## src/rtl/video_pkg.sv

```systemverilog
// Shared constants and types for the 10-bit 4:2:2 test pattern source.
// LUT order is white, yellow, cyan, green, magenta, red, blue, black.
package video_pkg;

  localparam int F_BIT = 3;
  localparam int V_BIT = 2;
  localparam int H_BIT = 1;
  localparam int T_BIT = 0;

  localparam logic [9:0] Y_BLANK = 10'd64;
  localparam logic [9:0] C_BLANK = 10'd512;
  localparam logic [10:0] RAMP_MAX = 11'd940;

  // Packed with index 7 leftmost so that LUT[idx] picks colour idx.
  localparam logic [7:0][9:0] Y_LUT = {
    10'd64, 10'd139, 10'd260, 10'd335,
    10'd450, 10'd525, 10'd646, 10'd940
  };
  localparam logic [7:0][9:0] CB_LUT = {
    10'd512, 10'd848, 10'd399, 10'd735,
    10'd289, 10'd625, 10'd176, 10'd512
  };
  localparam logic [7:0][9:0] CR_LUT = {
    10'd512, 10'd457, 10'd848, 10'd793,
    10'd231, 10'd176, 10'd567, 10'd512
  };

  typedef enum logic [1:0] {
    PAT_BARS = 2'd0,
    PAT_FLAT = 2'd1,
    PAT_RAMP = 2'd2
  } pat_sel_e;

  function automatic pat_sel_e decode_pat(
    input logic [1:0] sel
  );
    pat_sel_e p;
    p = PAT_BARS;
    unique case (sel)
      2'd1:    p = PAT_FLAT;
      2'd2:    p = PAT_RAMP;
      default: p = PAT_BARS;
    endcase
    return p;
  endfunction

endpackage

```

## src/rtl/video_timing_if.sv

```systemverilog
// Raster position and timing decode handed from the
// counter block to the pattern datapath.
interface video_timing_if;
  logic [11:0] h_cnt;
  logic        active;
  logic        frame_start;
  logic        sof;
  logic [3:0]  fvht;

  modport master (
    output h_cnt, active, frame_start,
    output sof, fvht
  );
  modport slave (
    input h_cnt, active, frame_start,
    input sof, fvht
  );
endinterface

```

## src/rtl/video_timing_cnt.sv

```systemverilog
// Raster counters and fvht/active/sof decode.
// All decode is combinational on the current counter state.
module video_timing_cnt
  import video_pkg::*;
#(
  parameter int H_ACTIVE = 1920,
  parameter int H_TOTAL  = 2200,
  parameter int V_TOTAL  = 1125,
  parameter int V_START  = 41,
  parameter int V_ACTIVE = 1080
) (
  input  logic           clk_i,
  input  logic           rst_n_i,
  input  logic           cen_i,
  video_timing_if.master tim
);

  localparam logic [11:0] HA  = 12'(H_ACTIVE);
  localparam logic [11:0] HT1 = 12'(H_TOTAL - 1);
  localparam logic [11:0] VT1 = 12'(V_TOTAL - 1);
  localparam logic [11:0] VS  = 12'(V_START);
  localparam logic [11:0] VE  = 12'(V_START + V_ACTIVE);
  localparam logic [11:0] EAV_END = 12'(H_ACTIVE + 3);
  localparam logic [11:0] SAV_BEG = 12'(H_TOTAL - 4);

  logic [11:0] h_q;
  logic [11:0] v_q;
  logic [11:0] v_nxt;
  logic        h_wrap;
  logic        h_blank;
  logic        vb_cur;
  logic        vb_nxt;
  logic [3:0]  fvht;

  always_ff @(posedge clk_i or negedge rst_n_i) begin
    if (!rst_n_i) begin
      h_q <= '0;
      v_q <= '0;
    end else if (cen_i) begin
      h_q <= h_wrap ? 12'd0 : h_q + 12'd1;
      if (h_wrap) v_q <= v_nxt;
    end
  end

  // v switches at EAV to the state of the line that follows.
  always_comb begin
    h_wrap  = (h_q == HT1);
    v_nxt   = (v_q == VT1) ? 12'd0 : v_q + 12'd1;
    h_blank = (h_q >= HA);
    vb_cur  = (v_q < VS) || (v_q >= VE);
    vb_nxt  = (v_nxt < VS) || (v_nxt >= VE);
    fvht        = '0;
    fvht[V_BIT] = h_blank ? vb_nxt : vb_cur;
    fvht[H_BIT] = h_blank;
    fvht[T_BIT] = (h_blank && h_q <= EAV_END)
               || (h_q >= SAV_BEG);
  end

  assign tim.h_cnt       = h_q;
  assign tim.active      = !h_blank && !vb_cur;
  assign tim.frame_start = (h_q == 12'd0) && (v_q == 12'd0);
  assign tim.sof         = (h_q == 12'd0) && (v_q == VS);
  assign tim.fvht        = fvht;

endmodule

```

## src/rtl/video_pattern_gen.sv

```systemverilog
// Test pattern source: bars, flat colour or luma ramp on a
// progressive raster, registered {Y,C} + fvht + sof outputs.
module video_pattern_gen
  import video_pkg::*;
#(
  parameter int H_ACTIVE = 1920,
  parameter int H_TOTAL  = 2200,
  parameter int V_TOTAL  = 1125,
  parameter int V_START  = 41,
  parameter int V_ACTIVE = 1080
) (
  input  logic        clk_i,
  input  logic        rst_n_i,
  input  logic        cen_i,
  input  logic [1:0]  pat_sel_i,
  input  logic [2:0]  colour_idx_i,
  output logic [3:0]  fvht_o,
  output logic [19:0] video_o,
  output logic        sof_o
);

  localparam int BAR_W = H_ACTIVE / 8;

  video_timing_if tim ();

  video_timing_cnt #(
    .H_ACTIVE (H_ACTIVE),
    .H_TOTAL  (H_TOTAL),
    .V_TOTAL  (V_TOTAL),
    .V_START  (V_START),
    .V_ACTIVE (V_ACTIVE)
  ) u_cnt (
    .clk_i   (clk_i),
    .rst_n_i (rst_n_i),
    .cen_i   (cen_i),
    .tim     (tim)
  );

  pat_sel_e    pat_q;
  logic [2:0]  cidx_q;
  logic [2:0]  bar_idx;
  logic [2:0]  lut_idx;
  logic [10:0] ramp_sum;
  logic        is_blank;
  logic        is_ramp;
  logic        is_lut;
  logic [9:0]  y_d;
  logic [9:0]  c_d;

  // Selects only move at (0,0) so a frame never mixes patterns.
  always_ff @(posedge clk_i or negedge rst_n_i) begin
    if (!rst_n_i) begin
      pat_q  <= PAT_BARS;
      cidx_q <= '0;
    end else if (cen_i && tim.frame_start) begin
      pat_q  <= decode_pat(pat_sel_i);
      cidx_q <= colour_idx_i;
    end
  end

  always_comb begin
    bar_idx = '0;
    for (int k = 1; k < 8; k++) begin
      if (tim.h_cnt >= 12'(k * BAR_W)) bar_idx = 3'(k);
    end
    lut_idx  = (pat_q == PAT_FLAT) ? cidx_q : bar_idx;
    ramp_sum = 11'd64 + tim.h_cnt[11:1];
    is_blank = !tim.active;
    is_ramp  = tim.active && (pat_q == PAT_RAMP);
    is_lut   = tim.active && (pat_q != PAT_RAMP);
    y_d = Y_BLANK;
    c_d = C_BLANK;
    unique case (1'b1)
      is_blank: begin
        y_d = Y_BLANK;
        c_d = C_BLANK;
      end
      is_ramp: begin
        y_d = (ramp_sum > RAMP_MAX) ? RAMP_MAX[9:0]
                                    : ramp_sum[9:0];
      end
      is_lut: begin
        y_d = Y_LUT[lut_idx];
        c_d = tim.h_cnt[0] ? CR_LUT[lut_idx]
                           : CB_LUT[lut_idx];
      end
      default: begin
        y_d = Y_BLANK;
        c_d = C_BLANK;
      end
    endcase
  end

  always_ff @(posedge clk_i or negedge rst_n_i) begin
    if (!rst_n_i) begin
      fvht_o  <= 4'b0110;
      video_o <= {Y_BLANK, C_BLANK};
      sof_o   <= 1'b0;
    end else if (cen_i) begin
      fvht_o  <= tim.fvht;
      video_o <= {y_d, c_d};
      sof_o   <= tim.sof;
    end
  end

endmodule

```

## config.mk

```make
export PLATFORM = sky130hd
export DESIGN_NAME = video_pattern_gen
export DESIGN_NICKNAME = d
export VERILOG_FILES = /design/src/rtl/video_pkg.sv /design/src/rtl/video_timing_if.sv /design/src/rtl/video_timing_cnt.sv /design/src/rtl/video_pattern_gen.sv
export SDC_FILE = /design/constraint.sdc
export NUM_CORES = 1
export LEC_CHECK = 0
export ABC_AREA = 0
export BUFFER_PORTS_ARGS = -buffer_cell sky130_fd_sc_hd__buf_2
export CAP_MARGIN = 20
export CORE_UTILIZATION = 48
export DETAILED_ROUTE_END_ITERATION = 12
export GPL_TIMING_DRIVEN = 1
export HOLD_SLACK_MARGIN = 0.05
export PLACE_DENSITY_LB_ADDON = 0.1
export SYNTH_ARGS = -nofsm -noshare
export SYNTH_HDL_FRONTEND = slang
export SYNTH_SLANG_ARGS = --single-unit
export TNS_END_PERCENT = 1
```

## constraint.sdc

```tcl
create_clock -name clk_i -period 3.3 [get_ports clk_i]
set_input_delay 0 -clock clk_i [delete_from_list [all_inputs] [get_ports clk_i]]
set_output_delay 0 -clock clk_i [all_outputs]
set_load 0.1 [all_outputs]
```

---- Yosys cells after proc, flatten, opt, wreduce, memory -nomap -nowiden ----
Memories as Yosys holds them, arrays and structs flattened.
Cells that the tools add are included.
word-level totals
  logic and storage cells ................. 71
  memory bits (read-only) ................. 240
  register bits after elaboration ......... 53
  bits of input ports ..................... 8
  output and inout port bits .............. 25
  memories ................................ 3
memories
  name             words  bits a word  rd ports  clocked after Yosys merged registers in  write ports  RTL line                 RTL
  (no name shown)  8      10           1         0                                        0            video_pattern_gen.sv:85  : CB_LUT[lut_idx];
  (no name shown)  8      10           1         0                                        0            video_pattern_gen.sv:84  c_d = tim.h_cnt[0] ? CR_LUT[lut_idx]
  (no name shown)  8      10           1         0                                        0            video_pattern_gen.sv:83  y_d = Y_LUT[lut_idx];
cells by class
  reductions and logical operators ........ 15
  add/sub/neg operators ................... 3
  order comparisons ....................... 16
  equality and inequality tests ........... 8
  multiplexer cells ....................... 19
operators by type and width
  cell                     number
  $ge A12 B11 Y1 const B   6
  $mux W10                 6
  $add A12 B1 Y12 const B  2
  $ge A12 B10 Y1 const B   2
  $logic_not A12 Y1        2
  $lt A12 B6 Y1 const B    2
  $mux W12                 2
  $mux W3                  7
  $pmux W10 S2             1
  $eq A12 B11 Y1 const B   1
  $eq A12 B12 Y1 const B   1
  $eq A12 B6 Y1 const B    1
  $ge A12 B12 Y1 const B   1
  $ge A12 B8 Y1 const B    1
  $ge A12 B9 Y1 const B    1
  $le A12 B11 Y1 const B   1
  $add A7 B11 Y11 const A  1
  $gt A11 B10 Y1 const B   1
  $logic_and A1 B1 Y1      7
  $eq A2 B1 Y1 const B     2
  $eq A2 B2 Y1 const B     2
  $lt A3 B4 Y1 const B     1
  $pmux W2 S2              1
  $logic_or A1 B1 Y1       3
  4 further kinds          6

---- Longest topological paths before layout ----
  word-level depth ........................ 13
  gate-level depth with buffers ........... 13
  mapped depth without buffers ............ 13

---- By module ----
A second synthesis with hierarchy kept.
second synthesis, totals
  cells, all modules ...................... 411
  area, all modules ....................... 3644.7 sq um
modules (own cells, without submodules)
  module             seq. area each (sq um)  times used  area an instance (sq um)  cells an instance
  video_pattern_gen  730.7                   1           1986.9                    209
  video_timing_cnt   600.6                   1           1657.8                    202

---- Least setup slack after synthesis ----
No wires, ideal clock.
  path kind ............................... register to register
  from .................................... register u_cnt.h_q[7], in the netlist u_cnt.tim.h_cnt[7]
  to ...................................... register video_o[16]
  stages on the path, launching flop included .. 13
  slack ................................... 0.446 ns
  clock period less this slack ............ 2.854 ns
  required time ........................... 3.217 ns
  path buffers ............................ 1
  library setup time ...................... 0.083 ns
  data arrival time ....................... 2.771 ns
  path through ............................ dfrtp_1 -> ha_1 -> clkbuf_1 -> nand3b_1 -> o21ai_0 -> a21oi_1 -> a21oi_1 -> nor2_1 -> inv_1 -> ha_1 -> nand2_1 -> a21oi_1 -> o32a_1
on the way
  cells in the longest elaborated chain, start to end .. 12
  elaborated cells on any way between the ends .. 26
  those cells by class .................... add/sub: 1; order compare: 9; mux: 11; reduce/logical: 4; memory: 1
ends and longest elaborated chain
  what                            RTL line                  RTL
  start: declaration              video_timing_cnt.sv:26    logic [11:0] h_q;
  start signal: assignment        video_timing_cnt.sv:40    h_q <= h_wrap ? 12'd0 : h_q + 12'd1;
  $ge A12 B8 Y1                   video_pattern_gen.sv:64   if (tim.h_cnt >= 12'(k * BAR_W)) bar_idx = 3'(k);
  $mux W1                         video_pattern_gen.sv:64
  $mux W3 (6 in a row)            video_pattern_gen.sv:64
  $mux W3                         video_pattern_gen.sv:66   lut_idx = (pat_q == PAT_FLAT) ? cidx_q : bar_idx;
  $mem_v2 Z8 W10                  -
  $mux W10 (implied by the code)  video_pattern_gen.sv:83
  $pmux W10 S2 *                  video_pattern_gen.sv:73   unique case (1'b1)
  end signal: assignment          video_pattern_gen.sv:97   video_o <= {Y_BLANK, C_BLANK};
  end signal: assignment          video_pattern_gen.sv:101  video_o <= {y_d, c_d};
  end: declaration                video_pattern_gen.sv:18   output logic [19:0] video_o,
Every way passes the cells marked *; elsewhere a longest branch is shown, timed or not. The select of a mux whose other input is x is not followed.
A chain may end at the register's enable or synchronous reset.

---- Final worst setup path ----
  from .................................... register u_cnt.h_q[1], in the netlist u_cnt.tim.h_cnt[1]
  to ...................................... register cidx_q[0]
on the way
  cells in the longest elaborated chain, start to end .. 3
ends and longest elaborated chain
  what                    RTL line                 RTL
  $logic_not A12 Y1       video_timing_cnt.sv:61   assign tim.frame_start = (h_q == 12'd0) && (v_q == 12'd0);
  $logic_and A1 B1 Y1     video_timing_cnt.sv:61
  $logic_and A1 B1 Y1     video_pattern_gen.sv:55  end else if (cen_i && tim.frame_start) begin
  end signal: assignment  video_pattern_gen.sv:57  cidx_q <= colour_idx_i;
  end: declaration        video_pattern_gen.sv:40  logic [2:0] cidx_q;
No other way between the ends.

==> flow_summary.yaml <==
critical_path:
  worst_setup_path_end_kind: "register"
  cpMaxStageDelayCell: "or4b_1"
  worst_case_reg_to_reg_path_depth: 6
  rr_startpoint: "u_cnt.tim.h_cnt[1]"
  cp_slowest_stage_delay_ps: 650
  path_cells: "inv_1 -> ha_1 -> or4b_4 -> or4b_1 -> or4b_1 -> mux2_4"
  cp-start-kind: "register"
  timing.critical_path.from: "u_cnt.tim.h_cnt[1]"
  critical-path-top-cell-by-count: "or4b_1"
  cp.required_ps: 3500
  path_class: "reg -> reg"
  worst-endpoint-arrival_ps: 3020
  timing.critical_path.fanout_max: 7
floorplan:
  initial_core_util: 0.509
  dieHeight_um: 87.8
  io_pins: 33
  die-area_um2: 7710
  floorplan_core_area_um2: 6940
  std_cell_rows: 30
  die_width_um: 87.8
clock_network:
  root_buffer: "clkbuf_8"
  worst_setup_hold_path_clk_slew_ps: 100
  clock_latency_ps: 320
  h-tree-depth: 2
  cts.sink_count: 52
  tritoncts: "built"
  deepest_clock_path_buffer_count: 2
  cts_post_setup_buffers_inserted: 0
  numCtsBuffers: 5
placement:
  place_inst: 525
  port_buffers: 31
  pre_cts_ws_ps: 502
  dp_hpwl_um: 6530
  gpl.final_weighted_congestion: 0.869
global_route:
  grt_pass1_wl_um: 14800
  grt_max_degree: 35
  first_global_vias: 2960
  grt_util_all_layers: 0.250
  global_route.overflow_total: 0
  antenna_found_initial: 0
drt:
  via_count: 3175
  routedWlPerCell_um: 16.7
  avgViaCountPerCell: 5.88
  routed_wirelength_um: 9040
  drtIter0Drc: 199
  drc: 0
  route.antenna.remaining_nets: 0
  drt_pre_antenna_iters: 4
sta:
  slew_headroom: 0.482
  setup_violations: 0
  report.final.hold_viol_count: 0
  timing.final.ws_setup_ps: 475
  finalMaxSlewViolations: 0
  rsz0062_at_grt: "false"
  fin_skew_ps: 14.5
  tightest_slew_ps: 777
  min_period_over_period: 0.856
  final.setup.tns_ps: 0
  maxClockFrequency_ghz: 0.354
  timing.final.crit_period_ps: 2820
cells_and_area:
  antennaDiodeCount: 0
  share_of_layout_cells_above_drive_strength_1: 0.151
  fillers: 646
  final_cells: 540
  area_growth_syn_to_layout_pct: 12.5
  finalNetCount: 469
logic_synthesis:
  ffs_w_async_s_r_synth: 1.00
  per_instance_average_area_after_synthesis_um2: 8.53
  synth_sequential_area_ratio: 0.370
  distinct_cell_type_count_after_synthesis: 62
  synth_largest_area_cell: "dfrtp_1"
  synth_enable_flop_cells: 0
  syn-num-nets: 440
  yosys_warnings: 0
  synthCells: 414
  ys_top_cells_by_count: "dfrtp_1, nand2_1, nor2_1"
  ys.flop_type: "dfrtp_1"
  synth_most_common_cell: "dfrtp_1"
  post-synth-top-area-fraction: 0.340
  ys_seq_elements: 52
  post_synth_instance_area_um2: 3530
  post_synth_main_area_contributors: "dfrtp_1, ha_1, nand2_1"
run_status:
  outcome: "completed"
hold_path:
  timing.hold.worst.class: "in -> reg"
  timing.hold.worst.start: "cen_i"
  whs_path_depth: 3
power_and_ir_drop:
  power_density_nw_per_um2: 368
  max-vdd-ir-drop_v: 0.000153
  power_leakage_nw: 1.73
run:
  drv_cap: 0
## report_power, final
part / switching (mW) / internal (mW) / total (mW)
clock network: 0.226 / 0.248 / 0.475
logic: 0.130 / 0.0924 / 0.222
registers: 0.0913 / 0.675 / 0.766
total: 0.447 / 1.02 / 1.46
## timing repair
item                      CTS  global route
gates resized for setup     0             0
hold buffers                7             0
hold endpoints to repair   37             0
## stage by stage
step | hold slack, ps | total power, mW | instance area, um^2 | utilization
floorplan | -296 | 0.929 | 3530 | -
global placement | 117 | 0.986 | 3780 | 0.545
detailed placement | 122 | 0.989 | 3780 | 0.545
CTS | 57.0 | 1.47 | 3980 | 0.572
global route | 112 | 1.54 | 3980 | 0.572
finish | 66.2 | 1.46 | 3980 | 0.572
## critical path, delay by kind of cell, from the launching register on
kind,cells,cell delay [ps]
buf+inv,1,100
fa+ha+maj,1,140
flops,1,420
simple gates,3,1690
mux,1,350
## kinds of logic (layout without fill, tap and decap cells)
group           after synthesis  after routing  synth area share
mux                          10             10            0.0337
buf+inv                      46             76            0.0560
simple gates                165            165             0.229
other cells                   1              1           0.00106
flops                        52             52             0.370
fa+ha+maj                    18             18            0.0638
compound gates               98             98             0.187
xor+xnor                     24             24            0.0595
## routing by layer
| layer | up-vias | track usage | part of all wire |
|---|---|---|---|
| li1 | 1525 | - | - |
| met1 | 1540 | 0.324 | 0.46 |
| met2 | 95 | 0.433 | 0.49 |
| met3 | 15 | 0.0405 | 0.041 |
| met4 | 0 | 0.0626 | 0.013 |
| met5 | - | 0 | 0 |
## cell type report
type / count / area, um^2 / share of cell area
clock buffer: 6 / 82.6 / 0.0208
clock inverter: 2 / 38.8 / 0.00976
inverter: 17 / 63.8 / 0.0161
multi-input combinational: 316 / 2030 / 0.510
sequential: 52 / 1310 / 0.329
tap: 96 / 120 / 0.0302
timing repair buffer: 51 / 335 / 0.0844
## state kept, by name, summed over array words and instances (netlist names)
| name | cells |
|---|---|
| u_cnt.tim.h_cnt | 12 |
| pat_q | 2 |
| u_cnt.v_q | 12 |
| video_o | 19 |
| cidx_q | 3 |
| fvht_o | 3 |
| sof_o | 1 |
## final timing paths
path                       slack [ps]           to
max                               480    cidx_q[0]
max reg2reg                       480    cidx_q[0]
min                                70    fvht_o[1]
min in group asynchronous         290  video_o[15]
max in group asynchronous        2190    fvht_o[1]
min reg2reg                       500  video_o[13]
## layout by cell type (no fill, tap or decap), drive strengths merged, types with 3 or more instances in the layout
master / n
mux2: 6
o31ai: 4
ha: 18
nand2: 47
nor2b: 4
dfstp: 4
nand3: 21
nand4: 9
a21o: 3
dfrtp: 48
a31oi: 6
inv: 17
nor2: 40
o21ai: 32
a21oi: 17
xnor2: 20
o211ai: 3
o2bb2ai: 5
and3: 7
clkbuf: 6
nor3: 13
dlygate4sd3: 7
or4b: 3
mux2i: 4
nand2b: 7
a221o: 3
a22o: 3
buf: 44
xor2: 4
nand3b: 3
(Power assumes the default switching activity.)
